File: src/rtl/z88_mem_pkg.sv
// z88_mem_pkg: shared types and constants for the slot-0 memory arbiter
package z88_mem_pkg;
  typedef enum logic [1:0] {IDLE, SETUP, STROBE, DONE} state_e;
  localparam logic PORT_CPU = 1'b0;
  localparam logic PORT_LCD = 1'b1;
  localparam int RAM_SEL_BIT = 19;
endpackage

File: src/rtl/z88_mem_rr2.sv
// z88_mem_rr2: two-way round-robin picker, lone requester wins, ties go to the port not served last
module z88_mem_rr2
  import z88_mem_pkg::*;
(
  input  logic [1:0] req_i,
  input  logic       last_grant_i,
  output logic       grant_o,
  output logic       valid_o
);
  // pick the winner index and flag whether anyone is asking
  always_comb begin
    valid_o = |req_i;
    grant_o = &req_i ? ~last_grant_i : (req_i[PORT_LCD] ? PORT_LCD : PORT_CPU);
  end
endmodule

File: src/rtl/z88_mem_arbiter.sv
// z88_mem_arbiter: arbitrates CPU and LCD ports onto the slot-0 ROM/RAM bus and sequences the strobes
module z88_mem_arbiter
  import z88_mem_pkg::*;
#(
  parameter int AW          = RAM_SEL_BIT,
  parameter int WAIT_CYCLES = 2
) (
  input  logic          clk,
  input  logic          reset,
  input  logic          cpu_req,
  input  logic          cpu_we,
  input  logic [AW:0]   cpu_addr,
  input  logic [7:0]    cpu_wdata,
  output logic          cpu_ack,
  output logic [7:0]    cpu_rdata,
  input  logic          lcd_req,
  input  logic          lcd_we,
  input  logic [AW:0]   lcd_addr,
  input  logic [7:0]    lcd_wdata,
  output logic          lcd_ack,
  output logic [7:0]    lcd_rdata,
  output logic [AW-1:0] mem_a,
  output logic [7:0]    mem_di,
  input  logic [7:0]    mem_do,
  output logic          ram_ce_n,
  output logic          rom_ce_n,
  output logic          mem_oe_n,
  output logic          mem_we_n
);
  if (WAIT_CYCLES < 1 || WAIT_CYCLES > 7) begin : g_bad_wait
    $error("WAIT_CYCLES must lie in 1..7");
  end

  localparam logic [2:0] CNT_INIT = 3'(WAIT_CYCLES - 1);

  state_e      state_q, state_d;
  logic [2:0]  cnt_q, cnt_d;
  logic        last_q, last_d;
  logic        win_q, win_d;
  logic        we_q, we_d;
  logic [AW:0] addr_q, addr_d;
  logic [7:0]  wdata_q, wdata_d;
  logic [7:0]  cpu_rdata_q, cpu_rdata_d;
  logic [7:0]  lcd_rdata_q, lcd_rdata_d;
  logic        cpu_ack_q, cpu_ack_d;
  logic        lcd_ack_q, lcd_ack_d;
  logic        ram_ce_n_q, ram_ce_n_d;
  logic        rom_ce_n_q, rom_ce_n_d;
  logic        oe_n_q, oe_n_d;
  logic        we_n_q, we_n_d;
  logic        busy_d;
  logic        grant;
  logic        valid;

  z88_mem_rr2 u_rr (
    .req_i        ({lcd_req, cpu_req}),
    .last_grant_i (last_q),
    .grant_o      (grant),
    .valid_o      (valid)
  );

  // next state, command latch, read capture, and next values of every registered pin
  always_comb begin
    state_d     = state_q;
    cnt_d       = cnt_q;
    last_d      = last_q;
    win_d       = win_q;
    we_d        = we_q;
    addr_d      = addr_q;
    wdata_d     = wdata_q;
    cpu_rdata_d = cpu_rdata_q;
    lcd_rdata_d = lcd_rdata_q;
    case (state_q)
      IDLE: if (valid) begin
        state_d = SETUP;
        win_d   = grant;
        last_d  = grant;
        we_d    = grant ? lcd_we : cpu_we;
        addr_d  = grant ? lcd_addr : cpu_addr;
        wdata_d = grant ? lcd_wdata : cpu_wdata;
      end
      SETUP: begin
        state_d = STROBE;
        cnt_d   = CNT_INIT;
      end
      STROBE: if (cnt_q == 3'd0) begin
        state_d     = DONE;
        cpu_rdata_d = (!we_q && win_q == PORT_CPU) ? mem_do : cpu_rdata_q;
        lcd_rdata_d = (!we_q && win_q == PORT_LCD) ? mem_do : lcd_rdata_q;
      end else begin
        cnt_d = cnt_q - 3'd1;
      end
      default: state_d = IDLE;
    endcase
    busy_d     = state_d == SETUP || state_d == STROBE;
    ram_ce_n_d = !(busy_d && addr_d[AW]);
    rom_ce_n_d = !(busy_d && !addr_d[AW] && !we_d);
    oe_n_d     = !(state_d == STROBE && !we_d);
    we_n_d     = !(state_d == STROBE && we_d && addr_d[AW]);
    cpu_ack_d  = state_d == DONE && win_d == PORT_CPU;
    lcd_ack_d  = state_d == DONE && win_d == PORT_LCD;
  end

  // state and pin registers; reset parks the bus with every strobe high
  always_ff @(posedge clk or posedge reset) begin
    if (reset) begin
      state_q     <= IDLE;
      cnt_q       <= 3'd0;
      last_q      <= PORT_LCD;
      win_q       <= PORT_CPU;
      we_q        <= 1'b0;
      addr_q      <= '0;
      wdata_q     <= 8'h00;
      cpu_rdata_q <= 8'h00;
      lcd_rdata_q <= 8'h00;
      cpu_ack_q   <= 1'b0;
      lcd_ack_q   <= 1'b0;
      ram_ce_n_q  <= 1'b1;
      rom_ce_n_q  <= 1'b1;
      oe_n_q      <= 1'b1;
      we_n_q      <= 1'b1;
    end else begin
      state_q     <= state_d;
      cnt_q       <= cnt_d;
      last_q      <= last_d;
      win_q       <= win_d;
      we_q        <= we_d;
      addr_q      <= addr_d;
      wdata_q     <= wdata_d;
      cpu_rdata_q <= cpu_rdata_d;
      lcd_rdata_q <= lcd_rdata_d;
      cpu_ack_q   <= cpu_ack_d;
      lcd_ack_q   <= lcd_ack_d;
      ram_ce_n_q  <= ram_ce_n_d;
      rom_ce_n_q  <= rom_ce_n_d;
      oe_n_q      <= oe_n_d;
      we_n_q      <= we_n_d;
    end
  end

  assign mem_a     = addr_q[AW-1:0];
  assign mem_di    = wdata_q;
  assign cpu_ack   = cpu_ack_q;
  assign lcd_ack   = lcd_ack_q;
  assign cpu_rdata = cpu_rdata_q;
  assign lcd_rdata = lcd_rdata_q;
  assign ram_ce_n  = ram_ce_n_q;
  assign rom_ce_n  = rom_ce_n_q;
  assign mem_oe_n  = oe_n_q;
  assign mem_we_n  = we_n_q;
endmodule

File: config.mk
export PLATFORM = sky130hd
export DESIGN_NAME = z88_mem_arbiter
export DESIGN_NICKNAME = d
export VERILOG_FILES = /design/src/rtl/z88_mem_pkg.sv /design/src/rtl/z88_mem_rr2.sv /design/src/rtl/z88_mem_arbiter.sv
export SDC_FILE = /design/constraint.sdc
export NUM_CORES = 1
export LEC_CHECK = 0
export BUFFER_PORTS_ARGS = -buffer_cell sky130_fd_sc_hd__buf_2
export CAP_MARGIN = 25
export CORE_MARGIN = 2
export CORE_UTILIZATION = 40
export CTS_CLUSTER_DIAMETER = 80
export DETAILED_ROUTE_END_ITERATION = 12
export GPL_ROUTABILITY_DRIVEN = 0
export PLACE_DENSITY = 0.72
export SETUP_SLACK_MARGIN = 0.05
export SLEW_MARGIN = 0
export SYNTH_ARGS = -nofsm -noshare
export SYNTH_HDL_FRONTEND = slang
export SYNTH_SLANG_ARGS = --single-unit
File: constraint.sdc
create_clock -name clk -period 1.9 [get_ports clk]
set_clock_uncertainty 0.05 [all_clocks]
set_input_delay 0.095 -clock clk [delete_from_list [all_inputs] [get_ports clk]]
set_output_delay 0.095 -clock clk [all_outputs]
set_load 0.05 [all_outputs]
# Word-level counts from Yosys, hierarchy flattened
# Cells that the tools add are included.
[classes]
n_eq_ne = 6
muxes = 16
n_reduce_logical = 27
add_sub_neg = 1
bitwise_logic = 3
[op_table]
columns = ["op", "count"]
rows = [
  ["20-bit 2-to-1 mux", 3],
  ["1-bit logical AND", 10],
  ["8-bit 2-to-1 mux", 1],
  ["1-bit logical NOT", 7],
  ["1-bit 2-to-1 mux", 7],
  ["2-bit == test, second input constant", 3],
  ["2-bit case mux with 3 select lines", 1],
  ["3-bit case mux with 2 select lines", 1],
  ["2-bit AND reduction", 3],
  ["3-bit AND reduction", 2],
  ["2-bit by 1-bit == test with 1-bit output, second input constant", 2],
  ["2-bit 2-to-1 mux", 2],
  ["3-bit logical NOT", 1],
  ["3-bit 2-to-1 mux", 1],
  ["1-bit NOT", 3],
  ["3-bit by 1-bit subtractor with 3-bit output, second input constant", 1],
  ["2-bit logical NOT", 1],
  ["2-bit inequality test, second input constant", 1],
  ["2-bit nonzero test", 1],
  ["2-bit OR reduction", 1],
  ["1-bit logical OR", 1],
]
[word_totals]
wordCells = 69
reg_bits = 58
inputBits = 70
out_inout_bits = 49

# Longest topological paths before layout
[depth]
depth_word = 9
ltp_mapped = 9
mapped_depth_nobuf = 9

# By module
# From an unflattened synthesis, not the netlist that was laid out.
[hier_totals]
hier_cells = 237
hier_area_um2 = 2772.7
[by_module_without_submodules]
columns = ["mod", "instances", "seq_area_each_um2", "area_each_um2", "cells_each"]
rows = [
  ["z88_mem_arbiter", 1, 1457.6, 2758.9, 235],
  ["z88_mem_rr2", 1, 0.0, 13.8, 2],
]

# Worst setup path before layout
# OpenSTA, ideal clock, no wires.
[synth_path]
path_type = "reg2reg"
from = "register state_q[0]"
to = "register rom_ce_n_q (netlist: rom_ce_n)"
slack_ns = -0.080
t_required_ns = 1.762
period_less_slack_ns = 1.980
n_path_buf = 2
arrival_time_ns = 1.843
setup_ns = 0.088
path_stages_with_launch = 9
cell_sequence = "dfrtp_1 inv_1 ha_1 o21ai_1 buf_2 buf_2 a21o_1 ha_1 or3_1"
[synth_via]
elab_chain_cells = 7
elab_cells_between_ends = 16
cone_classes = "eq/ne (4); mux (5); reduce/logical (7)"
[synth_rtl]
columns = ["item", "line_no", "rtl"]
rows = [
  ["start: declaration", "z88_mem_arbiter.sv:36", "state_e state_q, state_d;"],
  ["start signal: assignment", "z88_mem_arbiter.sv:123", "state_q <= state_d;"],
  ["2-bit == test, or another cell as far along", "z88_mem_arbiter.sv:73", "case (state_q)"],
  ["2-bit case mux with 3 select lines", "z88_mem_arbiter.sv:73", ""],
  ["2-bit by 1-bit == test with 1-bit output or 2-bit == test (tied branches)", "z88_mem_arbiter.sv:95", "busy_d = state_d == SETUP || state_d == STROBE;"],
  ["1-bit logical OR", "z88_mem_arbiter.sv:95", ""],
  ["1-bit logical AND", "z88_mem_arbiter.sv:97", "rom_ce_n_d = !(busy_d && !addr_d[AW] && !we_d);"],
  ["1-bit logical AND *", "z88_mem_arbiter.sv:97", ""],
  ["1-bit logical NOT *", "z88_mem_arbiter.sv:97", ""],
  ["named net rom_ce_n_d", "z88_mem_arbiter.sv:48", "logic rom_ce_n_q, rom_ce_n_d;"],
  ["end signal: assignment", "z88_mem_arbiter.sv:135", "rom_ce_n_q <= rom_ce_n_d;"],
  ["end: declaration", "z88_mem_arbiter.sv:48", ""],
]
# The timed path passes the listed nets; every way through them passes the cells marked *.
# A chain may end at the register's enable or synchronous reset.

# Worst setup path after layout
# Ends and elaborated chain as after synthesis.

==> summary.md <==
| Metric | Value |
|---|---|
| CP delay by family, top | `simple AND/OR/NAND/NOR gates` |
| Synth top area share | `47.3%` |
| Largest fanout on the critical path | `3` |
| Num Clock Sinks | `58` |
| Commonest non-fill, non-tap cell in the layout | `buf_2` |
| Vias | `2260` |
| Footprint of the multi-input gates | `1170 sq um` |
| Dpl cell area | `3440 sq um` |
| Clk pwr share | `17.4%` |
| Final Cycle Share | `94.8%` |
| DRT iter0 DRCs | `76` |
| Tmin final | `1800 ps` |
| Worst slew pin tran | `460 ps` |
| Seq pwr share | `28.5%` |
| Max Cap Viol | `0` |
| Max incr delay on CP | `400 ps` |
| Clk_lat worst skew | `320 ps` |
| Cell Pwr Density | `1860 nW/um^2` |
| Die X | `87.7 um` |
| Psw | `3.70 mW` |
| Final WL | `6.78 mm` |
| Die Ht | `87.7 um` |
| Number of nets in the layout | `477` |
| Final count of negative-setup-slack endpoints | `0` |
| Syn Area/Cell | `11.4 sq um` |
| DRC viols | `0` |
| Die ar. | `7700 sq um` |
| Share of layout cells above drive strength 1 | `41.8%` |
| Initial antenna violation count | `0` |
| #FFs+latches synth | `58` |
| Vias in the first global route | `2262` |
| H-tree lvl count | `3` |
| Crit path kind | `flip-flop to flip-flop` |
| F_max | `555 MHz` |
| IO Pins | `119` |
| Root buf cell | `clkbuf_8` |
| Logic pwr share | `54.1%` |
| Switching Share | `47.9%` |
| Dpl ws | `30.4 ps` |
| Async set-reset flop share out of synthesis | `100%` |
| Sequential cell area | `1460 sq um` |
| All-layer global routing usage | `17.8%` |
| Maximum vdd drop | `908 uV` |
| EDFF count, synth | `0` |
| Top post-synthesis cells by area | `dfrtp_1 (47%), mux2i_1 (10%), buf_4 (5.6%), o21ai_1 (5.0%), dfstp_2 (4.7%)` |
| Post-route ant nets | `0` |
| # diodes | `0` |
| CP Data Arrival Time | `1990 ps` |
| Worst-path clk slew | `70 ps` |
| Type of destination of the critical path | `flip-flop` |
| Core box area | `6790 sq um` |
| Fill cell count | `555` |
| First-pass GRT wire length | `10.5 mm` |
| Worst-path cell chain | `inv_2 > ha_4 > nand3b_4 > nand2_1 > o21ai_1 > a21o_1 > ha_1 > or3_1` |
| Final Cell Area | `4150 sq um` |
| Pleak | `2.14 nW` |
| Worst path bufs/invs | `1` |
| Area growth syn-to-layout | `47.8%` |
| Largest net degree at the start of global routing | `59` |
| Dominant synthesized flop cell | `dfrtp_1` |
| Initial core utilization | `41.3%` |
| Drt wl/cell | `13.6 um` |
| Area leader, netlist | `dfrtp_1` |
| Total CTS buffers | `9` |
| RSZ-0062 raised after global routing | `no` |
| Status | `finished, final reports clean` |
| IO buf count | `118` |
| Post-synthesis sequential area ratio | `52.0%` |
| Final TNS setup | `0 ps` |
| GR Overflow Total | `0` |
| Mapped cell area | `2800 sq um` |
| Final Max Slew Viols | `0` |
| Int Pwr | `4.02 mW` |
| Slew headroom | `69.3%` |
| Cells after synthesis | `245` |
| First-pass iteration count of the detailed router | `4` |
| Cell row count | `30` |
| Final worst slack | `99.7 ps` |
| Syn_nets | `323` |
| Critical path data required time | `2090 ps` |
| Post-synth cell types | `35` |
| CTS tree | `yes` |
| Highest-count cells in the layout ignoring fill and taps | `buf_2 (118), dfrtp_1 (53), dlygate4sd3_1 (44), nand2_1 (35)` |
| Longest Clk Path Bufs | `2` |
| HP Class | `primary input to flip-flop` |
| Critical Path Source Type | `flip-flop` |
| Synth Warn # | `0` |
| HPWL Detailed | `4.37 mm` |
| Final hold vios | `0` |
| DR vias/cell | `4.52` |
| Slowest stage cell, crit path | `dfrtp_1` |
kinds of logic after synthesis:
logic type | Yosys count | share of synthesized area [%]
multiplexers | 44 | 17.5
adder cells (fa/ha/maj) | 8 | 3.57
AO/OA/AOI/OAI | 46 | 10.1
AND/OR/NAND/NOR | 50 | 8.39
flip-flops | 58 | 52.0
buffers and inverters | 39 | 8.48
cell usage after synthesis (2+ instances only):
library cell,n
a21oi_1,3
a31oi_1,2
buf_2,4
buf_4,21
clkbuf_1,2
dfrtp_1,53
dfstp_2,5
ha_1,8
inv_1,10
mux2_1,8
mux2_4,8
mux2i_1,28
nand2_1,35
nand2b_1,2
nor2_1,4
nor2b_1,2
o21ai_0,5
o21ai_1,28
worst reg2reg max path, cell delays in order (launching register included):
cell	delay, ps
dfrtp_1	400
inv_2	110
ha_4	160
nand3b_4	80
nand2_1	70
o21ai_1	80
a21o_1	190
ha_1	270
or3_1	310
final timing paths:
kind | from | end | slack, ps | depth (start not counted)
max reg2reg | state_q[0]$_DFF_PP0_ | rom_ce_n$_DFF_PP1_ | 100 | 8
max in group asynchronous | reset | rom_ce_n$_DFF_PP1_ | 1160 | 4
min in group asynchronous | reset | cpu_rdata[5]$_DFFE_PP0P_ | 330 | 4
min reg2reg | addr_q[13]$_DFFE_PP0P_ | addr_q[13]$_DFFE_PP0P_ | 430 | 2
max | state_q[0]$_DFF_PP0_ | rom_ce_n$_DFF_PP1_ | 100 | 8
min | lcd_addr[0] | addr_q[0]$_DFFE_PP0P_ | 6 | 3
final cells by class:
cell class	count	area share, %
timing repair buffer	172	27.3
sequential	58	35.2
clock inverter	6	2.54
multi-input combinational	148	28.1
inverter	10	0.906
tap	96	2.90
clock buffer	10	3.08
flip-flops by register name, indices dropped and copies added, names as in the netlist, 2 cells and up:
signal	flops
cpu_rdata	8
addr_q	20
state_q	2
mem_di	8
cnt_q	3
lcd_rdata	8
timing repair:
action	in CTS	in global routing
endpoints found under the hold margin	88	0
buffers inserted	2	1
hold buffers	44	0
gates resized for setup	2	2
cloned	0	0
endpoints found under the setup margin	1	9
layer usage:
metal	vias to the layer above	track usage, %	part of all wire (%)
li1	1128	-	-
met1	1055	21.3	42
met2	61	30.9	52
met3	16	2.64	3.4
met4	0	9.37	2.5
met5	-	0	0
metrics by stage:
| step | util [%] | std cells | hold WS, ps | total power [mW] |
|---|---|---|---|---|
| after global placement | 50.6 | 437 | 127 | 6.16 |
| after floorplan | - | 245 | 115 | 5.63 |
| after global routing | 61.0 | 500 | 20.4 | 8.20 |
| after CTS | 60.9 | 499 | 0.360 | 7.76 |
| final | 61.0 | 500 | 5.89 | 7.72 |
| after detailed placement | 50.6 | 437 | 130 | 6.26 |
power groups by stage:
stage	Clock (mW)	Sequential [mW]	Combinational (mW)
3_3_place_gp	0	2.19	3.97
5_1_grt	1.44	2.27	4.49
4_1_cts	1.38	2.19	4.19
6_report	1.34	2.20	4.18
3_5_place_dp	0	2.21	4.05
2_1_floorplan	0	3.22	2.41
Power figures use the tool's default switching activity.
